`config.mk`:
```
export PLATFORM = sky130hd
export DESIGN_NAME = opb_register_simulink2ppc_sync
export DESIGN_NICKNAME = d
export VERILOG_FILES = /design/src/rtl/opb_register_simulink2ppc_sync.sv
export SDC_FILE = /design/constraint.sdc
export NUM_CORES = 1
export LEC_CHECK = 0
export CAP_MARGIN = 5
export CORE_UTILIZATION = 22
export DETAILED_ROUTE_END_ITERATION = 8
export HOLD_SLACK_MARGIN = 0.12
export PLACE_DENSITY_LB_ADDON = 0.08
export RECOVER_POWER = 25
export SETUP_SLACK_MARGIN = 0.05
export SYNTH_ARGS = -nofsm -noshare
export SYNTH_HDL_FRONTEND = slang
export SYNTH_SLANG_ARGS = --single-unit
```
`constraint.sdc`:
```
create_clock -name OPB_Clk -period 1 [get_ports OPB_Clk]
set_input_delay 0.2 -clock OPB_Clk [delete_from_list [all_inputs] [get_ports OPB_Clk]]
set_output_delay 0.2 -clock OPB_Clk [all_outputs]
set_load 0.03 [all_outputs]
```
`src/rtl/opb_register_simulink2ppc_sync.sv`:
```
// ---------------------------------------------------------------------------
// opb_register_simulink2ppc_sync
//
// Read-back register carrying a 32-bit word from Simulink fabric logic to the
// PowerPC over OPB. The fabric presents user_data_in with a user_valid strobe;
// the word is captured and returned to the processor by a single-wait-state
// OPB slave. Everything runs on OPB_Clk, so the fabric side must be
// synchronous to OPB_Clk.
//
// Register map (byte offset inside the 256-byte window):
//   0x0  DATA    last captured word (reading it clears "fresh")
//   0x4  STATUS  [31] overflow (sticky), [30] fresh, [29:16] 0, [15:0] count
//                any write clears overflow
//   else         reads 0, writes acknowledged and discarded
//
// Build option:
//   OPB_S2P_STATUS_EN  when defined, the STATUS register with its count,
//                      fresh and overflow flops is built. When undefined,
//                      offset 0x4 behaves like any unmapped offset.
//
// Ports:
//   OPB_Clk, OPB_Rst_n       clock, asynchronous active-low reset
//   OPB_ABus/BE/DBus/RNW     OPB master request (BE, DBus, seqAddr unused:
//   OPB_select/seqAddr       reads ignore BE, all writes discard data)
//   Sl_DBus, Sl_xferAck      read data (zero outside the ack cycle), ack
//   Sl_errAck/retry/toutSup  tied 0
//   user_data_in, user_valid fabric word and capture strobe
//
// OPB buses use IBM bit order ([0] is the MSB): Sl_DBus[i] = reg[31-i].
// ---------------------------------------------------------------------------
module opb_register_simulink2ppc_sync #(
  parameter int                    C_OPB_AWIDTH = 32,
  parameter int                    C_OPB_DWIDTH = 32,
  parameter logic [C_OPB_AWIDTH-1:0] C_BASEADDR = 32'hFFFF_FFFF,
  parameter logic [C_OPB_AWIDTH-1:0] C_HIGHADDR = 32'h0000_0000,
  parameter                        C_FAMILY     = "virtex5"
) (
  input  logic                    OPB_Clk,
  input  logic                    OPB_Rst_n,
  input  logic [0:C_OPB_AWIDTH-1] OPB_ABus,
  input  logic [0:3]              OPB_BE,
  input  logic [0:C_OPB_DWIDTH-1] OPB_DBus,
  input  logic                    OPB_RNW,
  input  logic                    OPB_select,
  input  logic                    OPB_seqAddr,
  output logic [0:C_OPB_DWIDTH-1] Sl_DBus,
  output logic                    Sl_xferAck,
  output logic                    Sl_errAck,
  output logic                    Sl_retry,
  output logic                    Sl_toutSup,
  input  logic [31:0]             user_data_in,
  input  logic                    user_valid
);

  // Target family is informational only.
  localparam int unused_family_bits = $bits(C_FAMILY);

  typedef enum logic {
    IDLE = 1'b0,
    ACK  = 1'b1
  } state_t;

  state_t state_q, state_d;

  // Plain [N:0] copy of the address so offsets read naturally (bit 2 = 0x4).
  logic [C_OPB_AWIDTH-1:0] addr;
  assign addr = OPB_ABus;

  logic hit;
  logic start;
  logic sel_data;
  logic data_rd;

  assign hit      = OPB_select && (addr >= C_BASEADDR) && (addr <= C_HIGHADDR);
  // A request is only taken in IDLE; a select held through ACK is simply
  // re-taken on the following cycle.
  assign start    = (state_q == IDLE) && hit;
  assign sel_data = (addr[7:2] == 6'd0);
  assign data_rd  = start && OPB_RNW && sel_data;

  logic unused_inputs;
  assign unused_inputs = ^{OPB_BE, OPB_DBus, OPB_seqAddr, addr[1:0]};

  // -------------------------------------------------------------------------
  // Transfer FSM
  // -------------------------------------------------------------------------
  always_comb begin
    // NOTE: defaults first so every path assigns state_d and no latch forms.
    state_d = state_q;
    unique case (state_q)
      IDLE:    if (hit) state_d = ACK;
      ACK:     state_d = IDLE;
      default: state_d = IDLE;
    endcase
  end

  always_ff @(posedge OPB_Clk or negedge OPB_Rst_n) begin
    // NOTE: sequential state uses non-blocking assignment so every flop
    // samples pre-edge values regardless of block ordering.
    if (!OPB_Rst_n) state_q <= IDLE;
    else            state_q <= state_d;
  end

  // -------------------------------------------------------------------------
  // Captured word
  // -------------------------------------------------------------------------
  logic [31:0] data_q;

  always_ff @(posedge OPB_Clk or negedge OPB_Rst_n) begin
    if (!OPB_Rst_n)      data_q <= '0;
    else if (user_valid) data_q <= user_data_in;
  end

  // -------------------------------------------------------------------------
  // Status: capture count, freshness, overrun
  // -------------------------------------------------------------------------
  logic [31:0] rd_word;

`ifdef OPB_S2P_STATUS_EN
  logic [15:0] count_q;
  logic        fresh_q;
  logic        overflow_q;
  logic        sel_status;
  logic        status_clr;
  logic        overflow_set;

  assign sel_status   = (addr[7:2] == 6'd1);
  assign status_clr   = start && !OPB_RNW && sel_status;
  // A capture that lands on the same edge as a DATA read is not an overrun:
  // the processor is consuming the previous word at that very edge.
  assign overflow_set = user_valid && fresh_q && !data_rd;

  always_ff @(posedge OPB_Clk or negedge OPB_Rst_n) begin
    if (!OPB_Rst_n) begin
      count_q    <= '0;
      fresh_q    <= 1'b0;
      overflow_q <= 1'b0;
    end else begin
      if (user_valid) count_q <= count_q + 16'd1;

      // Capture wins over the read-clear so the new word stays fresh.
      if (user_valid)   fresh_q <= 1'b1;
      else if (data_rd) fresh_q <= 1'b0;

      // Set wins over the write-clear so no overrun is silently lost.
      if (overflow_set)    overflow_q <= 1'b1;
      else if (status_clr) overflow_q <= 1'b0;
    end
  end

  always_comb begin
    rd_word = '0;
    if (sel_data)        rd_word = data_q;
    else if (sel_status) rd_word = {overflow_q, fresh_q, 14'd0, count_q};
  end
`else
  always_comb begin
    rd_word = '0;
    if (sel_data) rd_word = data_q;
  end
`endif

  // -------------------------------------------------------------------------
  // Read data: registered at the hit edge, so it reflects register contents
  // before that edge's updates, and is zero in every non-ack cycle.
  // -------------------------------------------------------------------------
  logic [C_OPB_DWIDTH-1:0] dbus_q;

  always_ff @(posedge OPB_Clk or negedge OPB_Rst_n) begin
    if (!OPB_Rst_n)             dbus_q <= '0;
    else if (start && OPB_RNW)  dbus_q <= rd_word;
    else                        dbus_q <= '0;
  end

  assign Sl_DBus    = dbus_q;
  assign Sl_xferAck = (state_q == ACK);
  assign Sl_errAck  = 1'b0;
  assign Sl_retry   = 1'b0;
  assign Sl_toutSup = 1'b0;

endmodule

```
==> results by group, run 1 <==
Outcome
  • Run status: finished with violations
  • Violated checks: negative setup slack

Worst setup path
  • Largest stage delay, worst path: 0.39 ns
  • Cell class contributing the biggest share of worst-path delay: flip-flops
  • Kind of launch point of the worst setup path: flop
  • CP cell instances: buf_6
  • WP data arrival: 0.80 ns
  • Crit path capture type: primary output
  • CP bufs+invs: 1
  • Critical path class: reg2out
  • Largest fanout on the critical path: 1
  • First element of the critical path: Sl_DBus[1]
  • Critical path data required time: 0.80 ns
  • Cell type of the slowest stage on the worst timing path: sky130_fd_sc_hd__dfrtp_1

Synth
  • Warnings, synthesis: 0
  • Synthesis-stage register bit count: 33
  • Post-synth top area cell: sky130_fd_sc_hd__dfrtp_1
  • Post-Syn Area per Cell: 23.0 um^2
  • Instance count of the mapped netlist: 37
  • Number of distinct standard cells referenced by the synthesized netlist: 3
  • Synthesized area: 852 um^2
  • Share of Yosys cell area claimed by the top area cell type: 96.9%
  • Proportion of synthesized chip area in sequential cells: 96.9%
  • Largest cells by area after synthesis: sky130_fd_sc_hd__dfrtp_1 (97%), sky130_fd_sc_hd__buf_4 (2.6%), sky130_fd_sc_hd__conb_1 (0.44%)

Drt
  • Final antenna-violating net count: 0
  • Aggregate routed wire length: 1.23 mm
  • First-pass detailed-route iteration total: 3
  • Average routed wire per standard cell: 7.67 um
  • Number of vias after detailed routing: 460
  • Vias per cell: 2.88
  • Iteration-0 DRC Markers: 14
  • Drc violations: 0

Power
  • Internal power summed over all cells: 2.02 mW
  • Net switching component of the power: 673 uW
  • Cell leakage power: 0.755 nW
  • Design Power: 2.69 mW
  • Clk pwr share: 33.6%
  • Share of total power in combinational logic: 13.0%
  • P per Cell Area: 1800 nW/um^2
  • IR drop worst, VDD: 0.941 mV
  • Share of power burned in registers: 53.3%
  • Switch share: 25.0%

Global route
  • Aggregate global-route resource usage: 7.81%
  • Initial antenna violation count: 0
  • Vias in the first global route: 472
  • Wire length of the first global-routing pass: 2.08 mm
  • Pin count of the biggest net entering global routing: 34
  • Overflow left after global routing: 0

Timing
  • Minimum period implied by the final worst setup slack: 1.00 ns
  • Fmax: 999 MHz
  • Crit share post-route: 100%
  • Smallest setup slack after layout: -0.000997 ns
  • Count of endpoints failing hold in the final timing report: 0
  • Setup repair after global routing missed its margin: true
  • Setup violations, final: 1
  • Fin Hold WS: 0.451 ns
  • Number of max-slew violations in the final report: 0
  • Sum Neg Setup Slack: -0.000997 ns

Floorplan
  • Standard cell core area: 3690 um^2
  • Initial cell density of the core: 23.1%
  • Die Outline Area: 4130 um^2
  • Die span in x: 64.2 um
  • Top-level port count: 142
  • Std-Cell Rows: 22
  • Die H: 64.2 um

Final layout
  • Top library cells by usage in the layout, fill and taps aside: sky130_fd_sc_hd__conb_1 (36), sky130_fd_sc_hd__dfrtp_1 (33), sky130_fd_sc_hd__buf_6 (33)
  • Leading cell type in the layout, fill and taps excluded: sky130_fd_sc_hd__conb_1
  • Area taken by flip-flops and latches: 826 um^2
  • Total area of multi-input combinational cells: 135 um^2
  • Number of antenna cells inserted: 0
  • Layout cells sized above 1: 36.6%
  • Layout area overhead: 75.2%
  • Count of filler cells inserted in the layout: 352
  • Final std cell area, no fill: 1490 um^2
  • Fin nets: 217

Clock network
  • CTS tree: built
  • Clk root buf: sky130_fd_sc_hd__clkbuf_8
  • CTS Sinks: 33
  • Number of H-tree levels: 2
  • Post-CTS clock slew at the launch and capture registers of the worst setup and hold paths: 0.06 ns
  • Number of buffers created by CTS: 5
  • Max Buffers Root-to-Sink: 2

Placement
  • Placement-stage cell area: 1300 um^2
  • Routability cong.: 0.633
  • Post-detail-place hpwl: 828 um
  • Post-place setup slack: 0.236 ns
  • Count of input and output buffers: 34

Run
  • Max_cap viols: 0

Worst hold path
  • Hold Crit Class: in2async
-- power by group through the flow --
stage / combinational (mW) / clock, mW / sequential (mW)
after global routing: 0.373 / 1.02 / 1.44
final: 0.351 / 0.905 / 1.44
after floorplan: 0.0344 / 0 / 1.59
after global placement: 0.319 / 0 / 1.45
after CTS: 0.362 / 0.967 / 1.44
after detailed placement: 0.319 / 0 / 1.45
-- routing by layer --
layer	GRT usage (%)	share of wire (%)	up-vias	routed length, um
li1	-	-	218	-
met1	7.25	35	202	434
met2	9.84	41	35	501
met3	7.68	20	5	245
met4	6.67	3.7	0	45
met5	0	0	-	0
-- synth_stat cells --
library cell and count:
sky130_fd_sc_hd__dfrtp_1 33, sky130_fd_sc_hd__conb_1 1, sky130_fd_sc_hd__buf_4 3
-- sequential cells by signal, indices dropped and copies added (netlist names) --
name	flops
Sl_DBus	32
Sl_xferAck	1
-- cell families (layout without fill, tap and decap cells) --
logic type             Yosys count  count (layout)  synth area share, %
buffers and inverters            3              43                 2.64
flip-flops                      33              33                 96.9
other                            1              36                0.440
-- layout make-up --
cell class,count,share of cell area (%)
clock inverter,2,0.671
clock buffer,6,4.86
timing repair buffer,35,26.1
multi-input combinational,36,9.05
sequential,33,55.3
tap,48,4.02
-- through the flow --
stage          util, %  instances
4_1_cts           40.8        160
3_5_place_dp      35.2        152
5_1_grt           40.5        160
3_3_place_gp      35.2        152
6_report          40.5        160
2_1_floorplan        -         72
-- worst paths after layout --
kind | to | slack, ns | cells past startpoint
min | Sl_DBus[17] | 0.45 | 2
max in group asynchronous | Sl_DBus[9] | 0.25 | 2
min in group OPB_Clk | Sl_DBus[30] | 0.93 | 1
max | Sl_DBus[1] | -0.001 | 1
-- timing repair --
item,in CTS,in global routing
endpoints found under the hold margin,0,0
resized for setup,33,0
hold buffers,0,0
endpoints found under the setup margin,33,33
setup buffers,0,0
(Power assumes the default switching activity.)
==> inputs of run 2 (changes only) <==
--- a/config.mk
+++ b/config.mk
@@ -12,6 +12,7 @@
 export PLACE_DENSITY_LB_ADDON = 0.08
 export RECOVER_POWER = 25
 export SETUP_SLACK_MARGIN = 0.05
+export SLEW_MARGIN = 20
 export SYNTH_ARGS = -nofsm -noshare
 export SYNTH_HDL_FRONTEND = slang
 export SYNTH_SLANG_ARGS = --single-unit
==> results of run 2 <==
The final DEF is identical to that of run 1; final timing and power are the same.
